--- config.mk ---
export PLATFORM = sky130hd
export DESIGN_NAME = burst_serializer
export DESIGN_NICKNAME = d
export VERILOG_FILES = /design/src/rtl/burst_ser_pkg.sv /design/src/rtl/burst_serializer_sync_fifo.sv /design/src/rtl/burst_serializer.sv
export SDC_FILE = /design/constraint.sdc
export NUM_CORES = 1
export LEC_CHECK = 0
export BUFFER_PORTS_ARGS = -buffer_cell sky130_fd_sc_hd__buf_4
export CORE_ASPECT_RATIO = 1.1
export CORE_UTILIZATION = 40
export CTS_CLUSTER_DIAMETER = 50
export DETAILED_ROUTE_END_ITERATION = 16
export SLEW_MARGIN = 15
export SYNTH_ARGS = -nofsm -noshare
export SYNTH_HDL_FRONTEND = slang
export SYNTH_SLANG_ARGS = --single-unit
--- constraint.sdc ---
create_clock -name clk -period 4 [get_ports clk]
set_clock_uncertainty 0.2 [all_clocks]
set_input_delay 0.8 -clock clk [delete_from_list [all_inputs] [get_ports clk]]
set_output_delay 0.8 -clock clk [all_outputs]
set_load 0.05 [all_outputs]
--- src/rtl/burst_ser_pkg.sv ---
`default_nettype none
// ============================================================================
//  Module      : burst_ser_pkg
//  Description : Shared encodings for the burst serializer (field selects,
//                FSM state codes).
//  Revision    : 1.0 - initial release
// ============================================================================
package burst_ser_pkg;

  // Field select tags stored alongside every buffered word
  localparam logic [1:0] SEL_FULL = 2'b11;
  localparam logic [1:0] SEL_LO   = 2'b01;
  localparam logic [1:0] SEL_HI   = 2'b10;
  localparam logic [1:0] SEL_BAD  = 2'b00;

  // Serializer FSM state codes
  localparam logic [0:0] ST_IDLE  = 1'b0;
  localparam logic [0:0] ST_SHIFT = 1'b1;

endpackage
`default_nettype wire

--- src/rtl/burst_serializer_sync_fifo.sv ---
`default_nettype none
// ============================================================================
//  Module      : sync_fifo
//  Description : Single-clock fall-through FIFO. Head entry is visible on
//                dout whenever the FIFO is non-empty; flush empties it.
//  Revision    : 1.0 - initial release
// ============================================================================
module sync_fifo #(
  parameter int WIDTH = 18,
  parameter int DEPTH = 4,
  localparam int AW   = $clog2(DEPTH)
) (
  input  logic             clk,
  input  logic             rst,
  input  logic             push,
  input  logic             pop,
  input  logic             flush,
  input  logic [WIDTH-1:0] din,
  output logic [WIDTH-1:0] dout,
  output logic             full,
  output logic             empty,
  output logic [AW:0]      count
);

  localparam logic [AW:0] FULL_CNT = (AW+1)'(DEPTH);

  logic [WIDTH-1:0] mem [DEPTH];
  logic [AW-1:0]    r_wr_ptr;
  logic [AW-1:0]    r_rd_ptr;
  logic [AW:0]      r_count;
  logic             w_do_push;
  logic             w_do_pop;

  assign full      = (r_count == FULL_CNT);
  assign empty     = (r_count == '0);
  assign count     = r_count;
  assign dout      = mem[r_rd_ptr];
  // Overflow / underflow requests are silently refused
  assign w_do_push = push && !full;
  assign w_do_pop  = pop && !empty;

  // Pointer and occupancy bookkeeping; flush returns to the empty state
  always_ff @(posedge clk or posedge rst) begin
    if (rst) begin
      r_wr_ptr <= '0;
      r_rd_ptr <= '0;
      r_count  <= '0;
    end else if (flush) begin
      r_wr_ptr <= '0;
      r_rd_ptr <= '0;
      r_count  <= '0;
    end else begin
      if (w_do_push) r_wr_ptr <= r_wr_ptr + AW'(1);
      if (w_do_pop)  r_rd_ptr <= r_rd_ptr + AW'(1);
      case ({w_do_push, w_do_pop})
        2'b10:   r_count <= r_count + (AW+1)'(1);
        2'b01:   r_count <= r_count - (AW+1)'(1);
        default: r_count <= r_count;
      endcase
    end
  end

  // Storage array; contents are don't-care while empty, so no reset
  always_ff @(posedge clk) begin
    if (w_do_push && !flush) mem[r_wr_ptr] <= din;
  end

endmodule
`default_nettype wire

--- src/rtl/burst_serializer.sv ---
`default_nettype none
// ============================================================================
//  Module      : burst_serializer
//  Description : Buffers tagged MRAM words and shifts them out as one
//                gap-free serial burst, LSB- or MSB-first per burst.
//  Revision    : 1.0 - initial release
// ============================================================================
module burst_serializer
  import burst_ser_pkg::*;
#(
  parameter int BUS_WIDTH  = 16,
  parameter int FIFO_DEPTH = 4,
  parameter int CNT_W      = $clog2(BUS_WIDTH) + 1
) (
  input  logic                        clk,
  input  logic                        rst,
  input  logic                        en,
  input  logic                        in_valid,
  output logic                        in_ready,
  input  logic [BUS_WIDTH-1:0]        data_in,
  input  logic [1:0]                  word_sel,
  input  logic                        msb_first,
  input  logic                        start,
  input  logic                        abort,
  output logic                        ser_out,
  output logic                        ser_valid,
  output logic                        word_last,
  output logic                        burst_done,
  output logic                        sel_err,
  output logic [$clog2(FIFO_DEPTH):0] fifo_count
);

  localparam int HALF = BUS_WIDTH / 2;

  logic [BUS_WIDTH+1:0] w_fifo_dout;
  logic                 w_full;
  logic                 w_empty;
  logic [1:0]           w_head_sel;
  logic [BUS_WIDTH-1:0] w_head_data;

  logic [0:0]           r_state;
  logic [BUS_WIDTH-1:0] r_sr;
  logic [CNT_W-1:0]     r_cnt;
  logic                 r_msb;
  logic                 r_ser_out;
  logic                 r_burst_done;
  logic                 r_sel_err;

  logic                 w_push_req;
  logic                 w_push;
  logic                 w_last;
  logic                 w_start_pop;
  logic                 w_chain_pop;
  logic                 w_pop;
  logic                 w_load_msb;
  logic [BUS_WIDTH-1:0] w_field;
  logic [CNT_W-1:0]     w_len;
  logic                 w_load_bit;
  logic [BUS_WIDTH-1:0] w_load_rest;
  logic                 w_next_bit;
  logic [BUS_WIDTH-1:0] w_next_rest;

  // No word can be accepted while reset is held
  assign in_ready    = !w_full && !rst;
  assign w_push_req  = in_valid && in_ready;
  assign w_push      = w_push_req && (word_sel != SEL_BAD) && !abort;

  assign w_last      = (r_state == ST_SHIFT) && (r_cnt == CNT_W'(1));
  assign w_start_pop = (r_state == ST_IDLE) && en && start && !w_empty;
  assign w_chain_pop = w_last && en && !w_empty;
  assign w_pop       = (w_start_pop || w_chain_pop) && !abort;

  // First word of a burst uses the live bit order; later words the latched one
  assign w_load_msb  = (r_state == ST_IDLE) ? msb_first : r_msb;

  assign w_head_sel  = w_fifo_dout[BUS_WIDTH+1:BUS_WIDTH];
  assign w_head_data = w_fifo_dout[BUS_WIDTH-1:0];

  sync_fifo #(
    .WIDTH (BUS_WIDTH + 2),
    .DEPTH (FIFO_DEPTH)
  ) u_fifo (
    .clk   (clk),
    .rst   (rst),
    .push  (w_push),
    .pop   (w_pop),
    .flush (abort),
    .din   ({word_sel, data_in}),
    .dout  (w_fifo_dout),
    .full  (w_full),
    .empty (w_empty),
    .count (fifo_count)
  );

  // Extract the selected field, aligned to the end that is emitted first
  always_comb begin
    w_field = w_head_data;
    w_len   = CNT_W'(BUS_WIDTH);
    case (w_head_sel)
      SEL_LO: begin
        w_field = w_load_msb ? {w_head_data[HALF-1:0], {HALF{1'b0}}}
                             : {{HALF{1'b0}}, w_head_data[HALF-1:0]};
        w_len   = CNT_W'(HALF);
      end
      SEL_HI: begin
        w_field = w_load_msb ? {w_head_data[BUS_WIDTH-1:HALF], {HALF{1'b0}}}
                             : {{HALF{1'b0}}, w_head_data[BUS_WIDTH-1:HALF]};
        w_len   = CNT_W'(HALF);
      end
      default: begin
        w_field = w_head_data;
        w_len   = CNT_W'(BUS_WIDTH);
      end
    endcase
  end

  // The first bit goes straight to the output register, the rest stays queued
  assign w_load_bit  = w_load_msb ? w_field[BUS_WIDTH-1] : w_field[0];
  assign w_load_rest = w_load_msb ? (w_field << 1) : (w_field >> 1);
  assign w_next_bit  = r_msb ? r_sr[BUS_WIDTH-1] : r_sr[0];
  assign w_next_rest = r_msb ? (r_sr << 1) : (r_sr >> 1);

  // Serializer FSM: load, shift, chain to next word or finish the burst
  always_ff @(posedge clk or posedge rst) begin
    if (rst) begin
      r_state      <= ST_IDLE;
      r_sr         <= '0;
      r_cnt        <= '0;
      r_msb        <= 1'b0;
      r_ser_out    <= 1'b0;
      r_burst_done <= 1'b0;
      r_sel_err    <= 1'b0;
    end else begin
      r_burst_done <= 1'b0;
      r_sel_err    <= w_push_req && (word_sel == SEL_BAD) && !abort;
      if (abort) begin
        r_state   <= ST_IDLE;
        r_sr      <= '0;
        r_cnt     <= '0;
        r_ser_out <= 1'b0;
      end else if (en) begin
        case (r_state)
          ST_IDLE: begin
            if (w_start_pop) begin
              r_state   <= ST_SHIFT;
              r_msb     <= msb_first;
              r_ser_out <= w_load_bit;
              r_sr      <= w_load_rest;
              r_cnt     <= w_len;
            end
          end
          ST_SHIFT: begin
            if (w_last) begin
              if (!w_empty) begin
                r_ser_out <= w_load_bit;
                r_sr      <= w_load_rest;
                r_cnt     <= w_len;
              end else begin
                r_state      <= ST_IDLE;
                r_ser_out    <= 1'b0;
                r_sr         <= '0;
                r_cnt        <= '0;
                r_burst_done <= 1'b1;
              end
            end else begin
              r_ser_out <= w_next_bit;
              r_sr      <= w_next_rest;
              r_cnt     <= r_cnt - CNT_W'(1);
            end
          end
          default: r_state <= ST_IDLE;
        endcase
      end
    end
  end

  assign ser_out    = r_ser_out;
  assign ser_valid  = (r_state == ST_SHIFT);
  assign word_last  = w_last;
  assign burst_done = r_burst_done;
  assign sel_err    = r_sel_err;

endmodule
`default_nettype wire
; ---- Yosys cells after proc, flatten, opt, wreduce, memory -nomap -nowiden
; Memories as Yosys holds them, arrays and structs flattened.
; Index checks and enable logic that the tools add are counted.
[totals]
output_inout_bits = 9
n_memories = 1
elab_cells = 102
ramBits = 72
inputBits = 25
regBits = 33
[classes]
bitwise_logic = 2
addsub = 5
n_eq_ne = 7
n_reduce_logical = 31
muxes = 46
[mem_list]
columns = memory, depth, word_bits, rd, rd_ports_with_merged_regs, wr, line_no
row1 = u_fifo.mem, 4, 18, 1, 0, 1, burst_serializer_sync_fifo.sv:27  ; logic [WIDTH-1:0] mem [DEPTH];
[op_table]
columns = cell, n
row1 = $mux W16, 9
row2 = $pmux W16 S2, 2
row3 = $mux W5, 6
row4 = $mux W1, 20
row5 = $logic_and A1 B1 Y1, 16
row6 = $pmux W5 S2, 1
row7 = $mux W2, 4
row8 = $reduce_bool A2 Y1, 4
row9 = $pmux W3 S2, 1
row10 = $eq A5 B1 Y1 const B, 1
row11 = $sub A5 B1 Y5 const B, 1
row12 = $add A2 B1 Y2 const B, 2
row13 = $eq A2 B1 Y1 const B, 2
row14 = $eq A2 B2 Y1 const B, 2
row15 = $logic_not A1 Y1, 4
row16 = $pmux W1 S2, 2
row17 = $reduce_and A4 Y1, 1
row18 = $add A3 B1 Y3 const B, 1
row19 = $eq A3 B3 Y1 const B, 1
row20 = $logic_not A3 Y1, 1
row21 = $mux W3, 1
row22 = $ne A3 B3 Y1 const B, 1
row23 = $reduce_bool A3 Y1, 1
row24 = $sub A3 B1 Y3 const B, 1
row25 = other kinds (5), 6

; ---- Logic depth before layout (Yosys ltp)
[depth]
word_depth = 10
mapped_depth = 12

; ---- Modules after synthesis
; A second synthesis with hierarchy kept.
[hier_totals]
hier_cells = 368
area_unflattened_um2 = 4998.5
[by_module_without_submodules]
columns = module, cells_each, area_per_inst_um2, instances
row1 = sync_fifo, 159, 3176.8, 1
row2 = burst_serializer, 209, 1821.7, 1

; ---- Least setup slack after synthesis
; No wires, ideal clock.
[synth_timing]
kind = register -> register
from = register u_fifo.r_rd_ptr[0]
to = register r_ser_out (netlist: ser_out)
period_less_slack_ns = 3.087
n_path_buf = 4
setup_ns = 0.121
stages_incl_launch_ff = 12
slack_ns = 0.913
arrival_time_ns = 2.766
path_cell_list = dfrtp_1 buf_6 buf_2 buf_4 mux4_2 ha_1 clkbuf_1 o21bai_1 o22ai_1 a2111oi_0 a31oi_1 a22o_1
[synth_via]
elab_chain_len = 9
elab_cells_between_ends = 13
classes_between = 2 x eq/ne / 10 x mux / 1 x memory
[synth_lines]
columns = element, line_no
row1 = "start, declared", burst_serializer_sync_fifo.sv:29  ; logic [AW-1:0] r_rd_ptr;
row2 = "start signal, assigned", burst_serializer_sync_fifo.sv:54  ; if (w_do_pop) r_rd_ptr <= r_rd_ptr + AW'(1);
row3 = $mem_v2 Z4 W18 (*), --
row4 = "$eq A2 B2 Y1, or another cell as far along", burst_serializer.sv:99  ; case (w_head_sel)
row5 = $pmux W16 S2 (*), burst_serializer.sv:99
row6 = $mux W1 (*), burst_serializer.sv:118  ; assign w_load_bit = w_load_msb ? w_field[BUS_WIDTH-1] : w_field[0];
row7 = $mux W1, burst_serializer.sv:154  ; if (!w_empty) begin
row8 = $mux W1, burst_serializer.sv:153  ; if (w_last) begin
row9 = $pmux W1 S2 (*), burst_serializer.sv:142  ; case (r_state)
row10 = $mux W1 (*), burst_serializer.sv:141  ; end else if (en) begin
row11 = $mux W1 (*), burst_serializer.sv:136  ; if (abort) begin
row12 = "end signal, assigned", burst_serializer.sv:147  ; r_ser_out <= w_load_bit;
row13 = "end signal, assigned", burst_serializer.sv:155  ; r_ser_out <= w_load_bit;
row14 = "end signal, assigned", burst_serializer.sv:166  ; r_ser_out <= w_next_bit;
row15 = "end, declared", burst_serializer.sv:45  ; logic r_ser_out;
; Every way passes the cells marked *; elsewhere a longest branch is shown, timed or not. The select of a mux whose other input is x is not followed.
; A chain may end at the register's enable or synchronous reset.

; ---- Final worst setup path
[layout_timing]
from = register u_fifo.r_rd_ptr[0]
to = register r_sr[14]
[layout_via]
elab_chain_len = 9
elab_cells_between_ends = 13
classes_between = 2 x eq/ne / 10 x mux / 1 x memory
[layout_lines]
columns = element, line_no
row1 = $mem_v2 Z4 W18 (*), --
row2 = "$eq A2 B2 Y1, or another cell as far along", burst_serializer.sv:99
row3 = $pmux W16 S2 (*), burst_serializer.sv:99
row4 = $mux W16 (*), burst_serializer.sv:119  ; assign w_load_rest = w_load_msb ? (w_field << 1) : (w_field >> 1);
row5 = $mux W16, burst_serializer.sv:154
row6 = $mux W16, burst_serializer.sv:153
row7 = $pmux W16 S2 (*), burst_serializer.sv:142
row8 = $mux W16 (*), burst_serializer.sv:141
row9 = $mux W16 (*), burst_serializer.sv:136
row10 = "end signal, assigned", burst_serializer.sv:148  ; r_sr <= w_load_rest;
row11 = "end signal, assigned", burst_serializer.sv:156  ; r_sr <= w_load_rest;
row12 = "end signal, assigned", burst_serializer.sv:167  ; r_sr <= w_next_rest;
row13 = "end, declared", burst_serializer.sv:42  ; logic [BUS_WIDTH-1:0] r_sr;
; Marked as above.

==> results_dict.tcl <==
set metrics [dict create \
    cp.required_ns 4.08 \
    grt_setup_unrepaired "no" \
    wl_um 11700 \
    startpoint_type "register" \
    synth_seq_cells 105 \
    antenna-diode-count 0 \
    hold_class "in -> async" \
    fin_hold_ws_ns 0.169 \
    dp_cells 594 \
    synth_nets 451 \
    stdcell_count 610 \
    hpwl_um 7970 \
    path_clk_slew_ns 0.07 \
    syn_area_sq_mm 0.00529 \
    mostFrequentLayoutCell "edfxtp_1" \
    avgRoutedWirePerCell_um 19.1 \
    setup_ws_ns 0.916 \
    core_area_sq_mm 0.0128 \
    synth_edf_count 72 \
    clock_sinks 105 \
    cts_buffers 9 \
    wl_met1_um 5450 \
    max_freq_mhz 324 \
    synth_area_leader_cell "edfxtp_1" \
    grt_max_degree 33 \
    path_delay_family "simple AND/OR/NAND/NOR gates" \
    grt_pass1_wl_um 18500 \
    route.detailed.drc 0 \
    die_x_um 112 \
    grt_pass1_vias 3396 \
    drt-initial-drc-count 306 \
    die-height_um 123 \
    dieArea_sq_mm 0.0137 \
    cp_max_fo 18 \
    avgSynthCellArea_sq_um 12.7 \
    drive_gt1_share_pct 20.5 \
    start_util_pct 41.5 \
    worst_slew_pin_slew_ns 0.878 \
    p_per_area_mw_per_mm2 511 \
    fillerInstances 1149 \
    drt_pass1_iterations 5 \
    num_vias 3490 \
    grt_usage_pct 17.9 \
    antenna_found_initial 0 \
    slowest_delay_ns 0.54 \
    wl_met3_um 427 \
    synth_top_area_share_pct 40.9 \
    postCtsResizedCells 0 \
    final_nets 482 \
    seq_area_frac_synth_pct 56.5 \
    grt_overflow 0 \
    outcome "completed" \
    drv_cap 0 \
    root_buffer "clkbuf_16" \
    setup_viol 0 \
    ant_nets 0 \
    crit_slowest_cell "mux4_2" \
    ios 34 \
    cts_hold_buf 0 \
    syn_to_final_growth_pct 13.5 \
    post-route-period-util_pct 77.1 \
    slew-limit-headroom_pct 41.4 \
    synthTopCellsByArea "edfxtp_1, dfrtp_1, mux2i_1, mux2_2, mux4_2" \
    async_flop_share_pct 31.4 \
    gp_congestion 0.819 \
    synth_cell_type_count 60 \
    finalSetupTns_ns 0 \
    syn_inst 417 \
    synth_warnings 0 \
    ir_worst_vdd_uv 217 \
    top_layer "met4" \
    final_cell_mix "edfxtp_1, buf_4, mux2i_1" \
    synthFlopType "edfxtp_1" \
    layout_min_cycle_time_ns 3.08 \
    cts_tree "built" \
    crit_chain "mux4_2 -> ha_1 -> buf_4 -> nor3b_1 -> nor2b_1 -> nor3_1 -> o21ai_0 -> a22o_1" \
    rows 43 \
    place_ws_ns 0.865 \
    slew_violations 0 \
    critical_path_class "reg -> reg" \
    clk-insertion-delay-late_ns 0.35 \
    wl_met2_um 5620 \
    power_leakage_uw 0.00216 \
    critPathArrivalTime_ns 3.17 \
    h-tree-depth 3 \
    clock_path_buffers 2 \
    io_buffers 33 \
    hold_violations 0 \
    post-cts-setup-buffer-count 0 \
    critical_path_buf_inv_count 1 \
    end_kind "register" \
    vias_per_cell 5.72 \
]
-- metrics by stage --
stage / power [uW] / utilization (%) / cell area, sq um
final: 3070 / 47.1 / 6000
after global routing: 3210 / 47.1 / 6000
after CTS: 3080 / 47.1 / 6000
after detailed placement: 2170 / 44.6 / 5690
after global placement: 2160 / 44.6 / 5690
after floorplan: 1950 / - / 5290
-- worst register-to-register path, cell delays in order (launching register included) --
cell and delay, ns:
dfrtp_1 0.41, mux4_2 0.54, ha_1 0.36, buf_4 0.23, nor3b_1 0.55, nor2b_1 0.21, nor3_1 0.06, o21ai_0 0.29
a22o_1 0.18
-- where the power goes --
group	total (uW)	switching [uW]	leakage, uW	internal (uW)
clock	913	390	0.000148	523
sequential	1340	112	0.00110	1230
combinational	819	478	0.000917	341
total	3070	980	0.00216	2090
-- kinds of logic (layout without fill, tap and decap cells) --
| group | Yosys count | after routing | share of synthesized area (%) |
|---|---|---|---|
| mux | 63 | 63 | 14.7 |
| compound gates | 110 | 110 | 13.8 |
| fa+ha+maj | 9 | 9 | 2.27 |
| flops | 105 | 105 | 56.5 |
| simple gates | 92 | 92 | 9.32 |
| buf+inv | 38 | 74 | 3.45 |
-- metal layers --
metal / up-vias / GRT usage [%]
met5: - / 0
met4: 0 / 6.76
met3: 12 / 2.72
met2: 74 / 28.8
met1: 1734 / 24.6
li1: 1670 / -
-- final timing paths --
| path | depth (start not counted) | from | slack [ns] | end |
|---|---|---|---|---|
| max | 8 | u_fifo.r_rd_ptr[0] | 0.92 | r_sr[14] |
| min | 2 | rst | 0.17 | sel_err |
| max reg2reg | 8 | u_fifo.r_rd_ptr[0] | 0.92 | r_sr[14] |
| min reg2reg | 1 | r_sr[1] | 0.31 | r_sr[1] |
| max in group asynchronous | 3 | rst | 2.74 | r_sr[1] |
| min in group clk | 1 | r_sr[1] | 0.31 | r_sr[1] |
-- cells in the mapped netlist, types with 5 or more instances --
library cell,n
edfxtp_1,72
dfrtp_1,33
mux2i_1,36
mux4_2,7
nand2_1,21
a31oi_1,8
nor2_1,24
o22ai_1,11
inv_1,13
o21ai_0,29
nor3_1,6
a22o_1,10
buf_2,11
and2_1,5
nand3_1,5
a21oi_1,17
a221oi_1,7
mux2_2,15
clkbuf_1,9
ha_1,8
nor2b_1,7
-- area by class of cell --
type,instances,area [sq um],share of cell area (%)
multi-input cells,274,2120,35.3
clock buffers,11,253,4.21
clock inverters,5,62.6,1.04
well taps,157,196,3.27
inverters,13,48.8,0.813
flip-flops and latches,105,2990,49.8
repair buffers,45,338,5.63
-- sequential cells by signal, summed over array words and instances (netlist names) --
name and flops:
r_sr 16, r_msb 1, ser_out 1, u_fifo.count 3, sel_err 1, u_fifo.mem 72, u_fifo.r_wr_ptr 2, r_cnt 5
burst_done 1, ser_valid 1, u_fifo.r_rd_ptr 2
No activity file was read; power rests on OpenSTA's default activity.
